==> config.mk <==
export PLATFORM = sky130hd
export DESIGN_NAME = fpf_encoder_iter
export DESIGN_NICKNAME = d
export VERILOG_FILES = /design/src/rtl/fpf_encoder_iter.sv
export SDC_FILE = /design/constraint.sdc
export NUM_CORES = 1
export LEC_CHECK = 0
export ABC_AREA = 1
export BUFFER_PORTS_ARGS = -buffer_cell sky130_fd_sc_hd__buf_2
export CORE_MARGIN = 3
export CORE_UTILIZATION = 40
export CTS_CLUSTER_DIAMETER = 100
export DETAILED_ROUTE_END_ITERATION = 10
export PLACE_DENSITY = 0.67
export RECOVER_POWER = 50
export SLEW_MARGIN = 20
export SYNTH_ARGS = -nofsm -noshare
export SYNTH_HDL_FRONTEND = slang
export SYNTH_SLANG_ARGS = --single-unit
export TNS_END_PERCENT = 5
==> constraint.sdc <==
create_clock -name clock -period 6.1 [get_ports clock]
set_input_delay 1.22 -clock clock [delete_from_list [all_inputs] [get_ports clock]]
set_output_delay 1.22 -clock clock [all_outputs]
set_load 0.05 [all_outputs]
==> src/rtl/fpf_encoder_iter.sv <==
// Multi-cycle Fibonacci-weighted forbidden-pattern-free (FPF) encoder.
// Resolves BITS_PER_CYCLE code bits per cycle, MSB first, with valid/ready on both sides.

function automatic longint unsigned fpf_encoder_iter_fib(input int unsigned n);
  longint unsigned a;
  longint unsigned b;
  longint unsigned t;
  a = 64'd0;
  b = 64'd1;
  for (int unsigned i = 0; i < n; i++) begin
    t = a + b;
    a = b;
    b = t;
  end
  return a;
endfunction

module fpf_encoder_iter #(
  parameter  int unsigned CODE_W         = 25,
  parameter  int unsigned BITS_PER_CYCLE = 1,
  localparam int unsigned DATA_W         = $clog2(fpf_encoder_iter_fib(CODE_W + 2))
) (
  input  logic              clock,
  input  logic              reset_n,
  input  logic              in_valid,
  output logic              in_ready,
  input  logic [DATA_W-1:0] in_data,
  output logic              out_valid,
  input  logic              out_ready,
  output logic [CODE_W-1:0] out_code,
  output logic              out_err
);

  localparam int unsigned CMP_W = DATA_W + 1;
  localparam int unsigned IDX_W = $clog2(CODE_W + 1);

  typedef logic [CODE_W:0][CMP_W-1:0] w_tab_t;

  // w_k = F(k+1); one extra bit so w_CODE_W fits alongside the comparisons
  function automatic w_tab_t weights();
    w_tab_t t;
    for (int unsigned k = 0; k <= CODE_W; k++) begin
      t[k] = CMP_W'(fpf_encoder_iter_fib(k + 1));
    end
    return t;
  endfunction

  localparam w_tab_t           W     = weights();
  localparam logic [CMP_W-1:0] LIMIT = CMP_W'(fpf_encoder_iter_fib(CODE_W + 2));

  typedef enum logic [1:0] {IDLE, RUN, DONE} state_t;

  state_t              r_state;
  logic                r_in_ready;
  logic                r_out_valid;
  logic                r_out_err;
  logic [CODE_W-1:0]   r_code;
  logic [DATA_W-1:0]   r_rem;
  logic [IDX_W-1:0]    r_idx;
  logic                r_prev;

  logic [DATA_W-1:0]   w_rem;
  logic [IDX_W-1:0]    w_idx;
  logic                w_prev;
  logic                w_bit;
  logic                w_last;
  logic [CODE_W-1:0]   w_code;
  logic                w_oor;

  assign w_oor = ({1'b0, in_data} >= LIMIT);

  // One cycle's worth of bit decisions as a combinational chain
  always_comb begin
    w_rem  = r_rem;
    w_idx  = r_idx;
    w_prev = r_prev;
    w_code = r_code;
    w_bit  = 1'b0;
    w_last = 1'b0;
    for (int unsigned j = 0; j < BITS_PER_CYCLE; j++) begin
      if (w_idx != '0) begin
        if ({1'b0, w_rem} < W[w_idx]) begin
          w_bit = 1'b0;
        end else if ({1'b0, w_rem} >= W[w_idx + IDX_W'(1)]) begin
          w_bit = 1'b1;
        end else begin
          w_bit = w_prev;
        end
        if (w_bit) begin
          w_rem = w_rem - DATA_W'(W[w_idx]);
        end
        w_code[w_idx] = w_bit;
        w_prev        = w_bit;
        w_idx         = w_idx - IDX_W'(1);
      end
    end
    if (w_idx == '0) begin
      w_code[0] = w_rem[0];
      w_last    = 1'b1;
    end
  end

  always_ff @(posedge clock or negedge reset_n) begin
    if (!reset_n) begin
      r_state     <= IDLE;
      r_in_ready  <= 1'b1;
      r_out_valid <= 1'b0;
      r_out_err   <= 1'b0;
      r_code      <= '0;
      r_rem       <= '0;
      r_idx       <= '0;
      r_prev      <= 1'b0;
    end else begin
      case (r_state)
        IDLE: begin
          if (in_valid) begin
            r_in_ready <= 1'b0;
            r_rem      <= in_data;
            r_idx      <= IDX_W'(CODE_W - 1);
            r_prev     <= 1'b0;
            r_code     <= '0;
            if (w_oor) begin
              r_out_err <= 1'b1;
              r_state   <= DONE;
            end else begin
              r_state   <= RUN;
            end
          end
        end
        RUN: begin
          r_rem  <= w_rem;
          r_idx  <= w_idx;
          r_prev <= w_prev;
          r_code <= w_code;
          if (w_last) begin
            r_state <= DONE;
          end
        end
        DONE: begin
          // Valid rises one cycle after entering DONE; code is kept after the handshake
          if (!r_out_valid) begin
            r_out_valid <= 1'b1;
          end else if (out_ready) begin
            r_out_valid <= 1'b0;
            r_out_err   <= 1'b0;
            r_in_ready  <= 1'b1;
            r_state     <= IDLE;
          end
        end
        default: r_state <= IDLE;
      endcase
    end
  end

  assign in_ready  = r_in_ready;
  assign out_valid = r_out_valid;
  assign out_code  = r_code;
  assign out_err   = r_out_err;

endmodule
==> results.py, run 1 <==
metrics = {
    "run_status": {
        "status": "finished with violations",
        "violations": "max-capacitance violations, max-slew violations",
    },
    "worst_hold_path": {
        "min_to": "out_code[0]",
        "hp-class": "reg -> reg",
        "holdPathStages": 2,
        "min_from": "out_code[0]",
    },
    "yosys": {
        "netlist_instances": 746,
        "yosys.cell_types.count": 49,
        "yosys_warnings": 0,
        "synth_edf_count": 0,
        "synth-seq-cells": 54,
        "synth_seq_area_share_pct": 26.80,
        "syn-num-nets": 822,
        "ys_dominant_reg_cell": "dfrtp_1",
        "synth_area_sq_um": 5047,
        "avgSynthCellArea_sq_um": 6.766,
        "ys_async_sr_fraction_pct": 100.0,
    },
    "sta": {
        "setup_viol": 0,
        "tightestPinTransition_ps": 2772,
        "period_minus_slack_ps": 4865,
        "period_share_pct": 79.76,
        "rsz0062_at_grt": "no",
        "tns_ps": 0,
        "skew_ps": 7.182,
        "maxSlewViolCount": 55,
        "max_slew_margin_pct": -84.79,
        "fmaxAchievable_mhz": 205.5,
        "hold_viol": 0,
    },
    "cells_and_area": {
        "drive_gt1_share_pct": 8.801,
        "syn2layout_area_growth_pct": 9.767,
        "antenna_cells": 0,
        "mostFrequentLayoutCells": "nand2_1, inv_1, nor2_1",
        "nets": 859,
        "final_common_cell": "nand2_1",
    },
    "worst_setup_path": {
        "r2r-end": "r_rem[1]",
        "path_max_fanout": 37,
        "crit_start": "r_idx[0]",
        "start_kind": "register",
        "r2r_slack_ps": 1230,
        "reg2reg_depth": 23,
        "rr_startpoint": "r_idx[0]",
        "end_kind": "register",
        "crit_type": "reg -> reg",
        "crit_required_ps": 6280,
        "critPathArrivalTime_ps": 5050,
    },
    "clock_network": {
        "htreeDepth": 2,
        "cts-hold-fix-buffers": 0,
        "numCtsBuffers": 5,
        "path_clk_slew_ps": 70,
        "cts_resized": 0,
        "cts_root_buffer": "clkbuf_16",
        "cts.sinks": 54,
        "insertion_delay_ps": 300,
        "cts_tree": "done",
        "clockBufferDepth": 2,
        "cts_setup_buffers": 0,
    },
    "drt": {
        "avgRoutedWirePerCell_microns": 15.22,
        "finalWirelength_microns": 14490,
        "via_count": 5006,
        "first_pass_iters": 5,
        "antenna_left": 0,
        "vias_per_cell": 5.258,
        "drt_iter0_drc": 412,
        "drc_errors": 0,
    },
    "global_routing": {
        "grt_pass1_wl_microns": 24140,
        "grt_usage_pct": 20.97,
        "antenna_found_initial": 0,
        "grt_max_degree": 55,
        "globalRouteOverflowTotal": 0,
        "grt_pass1_vias": 4700,
    },
    "die": {
        "core_area_sq_um": 12160,
        "die_area_sq_um": 14000,
        "die_h_microns": 118.3,
        "start_util_pct": 41.50,
        "rows": 40,
        "ioPinCount": 50,
        "die_w_microns": 118.3,
    },
    "placed_design": {
        "place.gp.congestion": 0.9758,
        "hpwlAfterDp_microns": 11590,
        "io_buffers": 49,
    },
    "job": {
        "drv_cap": 1,
    },
}
layer usage:
metal  wire length [microns]  track usage (%)  share of wire [%]
met3                     914            2.871                6.3
met1                    6719            29.61                 46
met2                    6513            33.26                 45
met5                       0                0                  0
met4                     343            6.447                2.4
worst max-delay path: stages (launching register included):
cell and delay (ps):
dfrtp_1 720, ha_1 410, inv_1 150, ha_1 540, clkinv_1 320, ha_1 350
a21oi_1 110, o21ai_0 90, o41ai_1 80, inv_1 80, ha_1 270, nand2_1 50
nand2_1 50, nand2_1 40, nand2_1 50, nand2_1 40, nand2_1 50, nand2_1 50
nand2_2 120, nand4_4 480, nand2_4 400, inv_4 140, nand2_1 80, nand3_1 70
cells in the mapped netlist (3+ instances only):
library cell	n	share of area, %
a21oi_1	66	6.5
xnor2_1	7	1.2
o21ai_0	44	4.4
ha_1	53	13
a22oi_1	6	0.89
nand3b_1	5	0.74
o211ai_1	4	0.59
buf_2	6	0.59
nor3_1	6	0.59
o22ai_1	21	2.6
nand2_2	5	0.62
nor2_2	5	0.62
o21bai_1	3	0.45
nand4_1	6	0.74
xor2_1	9	1.6
clkinv_1	3	0.22
inv_1	83	6.2
nand2_1	204	15
clkbuf_1	11	0.82
nand3_1	24	2.4
o21ai_1	11	1.1
inv_2	5	0.37
buf_6	3	0.67
dfrtp_1	53	26
nor2_1	67	5.0
a22o_1	4	0.69
through the flow:
step / area (sq um) / worst slack, ps / cells / hold slack (ps) / utilization [%]
floorplan: 5047 / 2576 / 746 / 482.3 / -
detailed placement: 5405 / 1267 / 944 / 475.4 / 44.44
finish: 5540 / 1235 / 952 / 489.5 / 45.56
global route: 5540 / 653.5 / 952 / 532.1 / 45.56
global placement: 5405 / 1373 / 944 / 465.1 / 44.44
CTS: 5560 / 1256 / 952 / 494.4 / 45.72
registers in the layout, summed over array words and instances (netlist names):
signal,count
r_prev,1
r_state,2
out_err,1
in_ready,1
out_valid,1
out_code,25
r_idx,5
r_rem,18
worst max path at each step:
stage / to / slack (ps)
floorplan: r_rem[12] / 2580
CTS: r_rem[1] / 1260
global route: r_rem[16] / 650
finish: r_rem[1] / 1230
global placement: r_rem[1] / 1370
detailed placement: r_rem[1] / 1270
layout make-up:
cell class              count  area, sq um
repair buffers             52        247.7
flip-flops and latches     54         1353
well taps                 168        210.2
fillers                  1295         6621
clock buffers               6        138.9
inverters                  92        347.8
clock inverters             2        16.27
multi-input cells         578         3227
cells by family (layout without fill, tap and decap cells):
group | after synthesis | in the layout | synth area share, %
fa+ha+maj | 54 | 54 | 13.54
compound gates | 177 | 177 | 20.10
buf+inv | 114 | 152 | 9.271
simple gates | 331 | 331 | 27.52
xor+xnor | 16 | 16 | 2.777
flops | 54 | 54 | 26.80
Power of run 1 is left out: the tool's default activity adds up to more than one toggle a clock period on the data nets, which glitch-free logic cannot reach.
==> run 2: changes to the inputs <==
clock period = 4.9 ns   (was 6.1 ns; I/O delays follow)
==> run 2 against run 1 <==
- the run still ends with max-capacitance violations, max-slew violations left
- final area grew 0.32%
- hold slack lost 10 ps
- non-clock buffer count grew 4
- first-iteration DRC count grew 11%
- via count grew 1.0%
- clock skew shrank 0.65 ps
- global-route usage shrank 0.12 points
- setup slack lost 730 ps
- maximum frequency grew 11%
- cell count grew 0.42%
- utilization grew 0.14 points
==> results.py, run 2 (synthesized netlist as in run 1, its figures left out) <==
metrics = {
    "run_status": {
        "status": "finished with violations",
        "violations": "max-capacitance violations, max-slew violations",
    },
    "worst_setup_path": {
        "path_buf_inv": 4,
        "slowest_stage": "dfrtp_1",
        "crit_type": "reg -> reg",
        "start_kind": "register",
        "crit_required_ps": 5080,
        "max_stage_delay_ps": 550,
        "cpMostUsedCell": "nand2_1",
        "crit_family": "adder cells",
        "path_max_fanout": 18,
        "critPathArrivalTime_ps": 4570,
        "cp_cell_sequence": "ha_1, inv_1, ha_1, clkinv_1, ha_1, a21oi_1, o21ai_0, o41ai_1, inv_1, ha_1, nand2_1, nand2_1, nand2_1, nand2_1, nand2_1, nand2_1, nand2_1, nand2_2, nand4_4, nand2_4, inv_4, nand2_1, nand3_1",
        "end_kind": "register",
    },
    "die": {
        "rows": 40,
        "start_util_pct": 41.50,
        "die_h_microns": 118.3,
        "die_w_microns": 118.3,
        "die_area_sq_um": 14000,
        "ioPinCount": 50,
        "core_area_sq_um": 12160,
    },
    "placed_design": {
        "io_buffers": 49,
        "hpwlAfterDp_microns": 11780,
        "place_area_sq_um": 5435,
        "place.gp.congestion": 0.9825,
    },
    "cells_and_area": {
        "antenna_cells": 0,
        "mostFrequentLayoutCells": "nand2_1, inv_1, nor2_1",
        "syn2layout_area_growth_pct": 10.11,
        "nets": 863,
        "largest_reg_flops": 25,
        "fillerInstances": 1292,
        "finalInstanceArea_sq_um": 5558,
        "drive_gt1_share_pct": 9.137,
        "final_common_cell": "nand2_1",
    },
    "drt": {
        "first_pass_iters": 5,
        "drc_errors": 0,
        "drt_iter0_drc": 459,
        "finalWirelength_microns": 15060,
        "avgRoutedWirePerCell_microns": 15.76,
        "antenna_left": 0,
        "via_count": 5058,
        "vias_per_cell": 5.291,
    },
    "clock_network": {
        "cts_root_buffer": "clkbuf_16",
        "clockBufferDepth": 2,
        "cts-hold-fix-buffers": 0,
        "htreeDepth": 2,
        "path_clk_slew_ps": 70,
        "cts_resized": 0,
        "cts_tree": "done",
        "cts_setup_buffers": 0,
        "cts.sinks": 54,
        "numCtsBuffers": 5,
        "insertion_delay_ps": 290,
    },
    "job": {
        "drv_cap": 1,
    },
    "sta": {
        "maxSlewViolCount": 55,
        "setup_viol": 0,
        "fmaxAchievable_mhz": 227.4,
        "whs_ps": 479.1,
        "skew_ps": 6.528,
        "hold_viol": 0,
        "rsz0062_at_grt": "no",
        "tns_ps": 0,
        "tightestPinTransition_ps": 2913,
        "max_slew_margin_pct": -94.23,
        "period_share_pct": 89.73,
        "period_minus_slack_ps": 4397,
    },
    "global_routing": {
        "grt_max_degree": 55,
        "grt_pass1_wl_microns": 23950,
        "grt_pass1_vias": 4602,
        "grt_usage_pct": 20.84,
        "antenna_found_initial": 0,
        "globalRouteOverflowTotal": 0,
    },
    "worst_hold_path": {
        "hp-class": "reg -> reg",
    },
}
-- run 2: per-stage QoR --
stage | setup WS [ps] | cells | utilization [%]
detailed placement | 532.6 | 948 | 44.69
global placement | 712.1 | 948 | 44.69
global route | 57.80 | 956 | 45.70
CTS | 527.9 | 956 | 45.86
floorplan | 1376 | 746 | -
finish | 503.2 | 956 | 45.70
-- run 2: layout make-up --
cell class	count	area (sq um)	area share (%)
flip-flops and latches	54	1353	24.34
well taps	168	210.2	3.782
clock inverters	2	13.76	0.2476
inverters	92	347.8	6.258
repair buffers	56	277.8	4.998
multi-input cells	578	3227	58.06
clock buffers	6	128.9	2.319
-- run 2: worst paths after layout --
path	cells past startpoint	to	startpoint	slack, ps
worst min-delay path	2	out_code[0]	out_code[0]	480
worst max-delay path	23	r_rem[7]	r_idx[1]	500
worst max register to register	23	r_rem[7]	r_idx[1]	500
max in group asynchronous	2	out_code[0]	reset_n	1530
worst min register to register	2	out_code[0]	out_code[0]	480
min in group asynchronous	2	out_code[2]	reset_n	1730
-- run 2: layer usage --
metal | part of all wire (%) | up-vias | GRT usage, %
li1 | - | 2583 | -
met1 | 47 | 2284 | 29.78
met2 | 45 | 169 | 34.23
met3 | 5.5 | 22 | 1.770
met4 | 2.0 | 0 | 4.835
met5 | 0 | - | 0
-- run 2: tightest hold or removal path: cells and delay by family, from the launching register on --
family,cells,cell delay (ps)
simple gates,2,100
flops,1,340
Power of run 2 is left out for the same reason.
==> run 3: changes to the inputs <==
CTS_BUF_LIST = sky130_fd_sc_hd__clkbuf_16   (was unset)
clock period = 5.3 ns   (was 4.9 ns; I/O delays follow)
==> run 3 against run 2 <==
- critical path type unchanged
- clock skew shrank 3.4 ps
- setup slack improved by 360 ps
- critical endpoint is now out_code[23]
- global-route usage is essentially flat
- count of clock-buffer cells in the layout shrank 1
- maximum frequency fell by 1.0%
- hold slack improved by 5.6 ps
- the run still ends with max-capacitance violations, max-slew violations left
- first-iteration DRC count down 23%
- cell count shrank 0.21%
==> results.py, run 3 (synthesized netlist as in run 1, its figures left out) <==
metrics = {
    "job": {
        "drv_cap": 1,
    },
    "drt": {
        "vias_per_cell": 5.321,
        "antenna_left": 0,
        "finalWirelength_microns": 14620,
        "via_count": 5076,
        "first_pass_iters": 5,
        "avgRoutedWirePerCell_microns": 15.33,
        "drt_iter0_drc": 353,
        "drc_errors": 0,
    },
    "die": {
        "die_h_microns": 118.3,
        "ioPinCount": 50,
        "die_area_sq_um": 14000,
        "core_area_sq_um": 12160,
        "start_util_pct": 41.50,
        "rows": 40,
        "die_w_microns": 118.3,
    },
    "worst_setup_path": {
        "cpMostUsedCell": "nand2_1",
        "slowest_stage": "dfrtp_1",
        "cp_cell_sequence": "ha_1, inv_1, ha_1, clkinv_1, ha_1, a21oi_1, o21ai_0, o41ai_1, inv_1, ha_1, nand2_1, nand2_1, nand2_1, nand2_1, nand2_1, nand2_1, nand2_1, nand2_2, nand4_4, buf_4, inv_1, a22o_1",
        "path_max_fanout": 29,
        "critPathArrivalTime_ps": 4630,
        "path_buf_inv": 5,
        "end_kind": "register",
        "start_kind": "register",
        "crit_type": "reg -> reg",
        "max_stage_delay_ps": 560,
        "crit_required_ps": 5480,
        "crit_family": "adder cells",
    },
    "worst_hold_path": {
        "hp-class": "reg -> reg",
    },
    "sta": {
        "setup_viol": 0,
        "fmaxAchievable_mhz": 225.2,
        "max_slew_margin_pct": -96.63,
        "period_minus_slack_ps": 4441,
        "setup_slack_ps": 858.7,
        "rsz0062_at_grt": "no",
        "maxSlewViolCount": 55,
        "tns_ps": 0,
        "tightestPinTransition_ps": 2950,
        "hold_viol": 0,
        "period_share_pct": 83.80,
        "skew_ps": 3.098,
    },
    "global_routing": {
        "grt_pass1_vias": 4642,
        "globalRouteOverflowTotal": 0,
        "grt_usage_pct": 20.87,
        "grt_max_degree": 55,
        "grt_pass1_wl_microns": 23980,
        "antenna_found_initial": 0,
    },
    "cells_and_area": {
        "multiInputGateArea_sq_um": 3227,
        "seqCellArea_sq_um": 1353,
        "largest_reg_flops": 25,
        "mostFrequentLayoutCells": "nand2_1, inv_1, nor2_1",
        "antenna_cells": 0,
        "drive_gt1_share_pct": 8.906,
        "fillerInstances": 1280,
        "nets": 861,
        "syn2layout_area_growth_pct": 9.866,
        "final_common_cell": "nand2_1",
    },
    "clock_network": {
        "cts_root_buffer": "clkbuf_16",
        "path_clk_slew_ps": 70,
        "cts_setup_buffers": 0,
        "numCtsBuffers": 5,
        "cts.sinks": 54,
        "cts_tree": "done",
        "insertion_delay_ps": 290,
        "cts-hold-fix-buffers": 0,
        "htreeDepth": 2,
        "clockBufferDepth": 2,
        "cts_resized": 0,
    },
    "run_status": {
        "status": "finished with violations",
        "violations": "max-capacitance violations, max-slew violations",
    },
    "placed_design": {
        "place.gp.congestion": 0.9495,
        "io_buffers": 49,
        "hpwlAfterDp_microns": 11450,
        "pre_cts_ws_ps": 870.2,
    },
}
-- run 3: cell count changes in the layout (fill, tap and decap cells not counted) --
cell	delta
clkinv_1	+1
clkbuf_1	-1
clkinvlp_4	+1
inv_6	+1
buf_4	-2
clkinv_2	-1
clkinv_4	-1
-- run 3: layer usage --
metal	routed length [microns]	part of all wire [%]	GRT usage, %
met1	6733	46	29.78
met2	6352	43	32.15
met3	1034	7.1	3.206
met4	503	3.4	7.106
met5	0	0	0
-- run 3: path summary, 6_finish.rpt --
kind | start | endpoint | slack (ps) | cells after the start
worst max-delay path | r_idx[1] | out_code[23] | 860 | 22
worst min-delay path | out_code[0] | out_code[0] | 480 | 2
worst max register to register | r_idx[1] | out_code[23] | 860 | 22
worst min register to register | out_code[0] | out_code[0] | 480 | 2
max in group asynchronous | reset_n | r_rem[7] | 1820 | 2
min in group asynchronous | reset_n | out_code[5] | 1810 | 2
-- run 3: area by class of cell --
cell class	instances	share of cell area, %
Inverter	92	6.273
Sequential cell	54	24.39
Multi-Input combinational cell	578	58.19
Clock inverter	3	0.3610
Timing Repair Buffer	54	4.738
Clock buffer	5	2.256
Tap cell	168	3.791
-- run 3: tightest hold or removal path, cell delays in order, from the launching register on --
cell and delay, ps:
dfrtp_1 350, nand2_1 50, nand2_1 50
-- run 3: metrics by stage --
step | hold slack [ps] | utilization (%) | instance area [sq um] | cells
after floorplan | 482.3 | - | 5047 | 746
after global placement | 469.3 | 44.57 | 5420 | 946
after detailed placement | 464.0 | 44.57 | 5420 | 946
after CTS | 486.7 | 45.76 | 5565 | 954
after global routing | 531.4 | 45.60 | 5545 | 954
final | 484.7 | 45.60 | 5545 | 954
Power of run 3 is left out for the same reason.
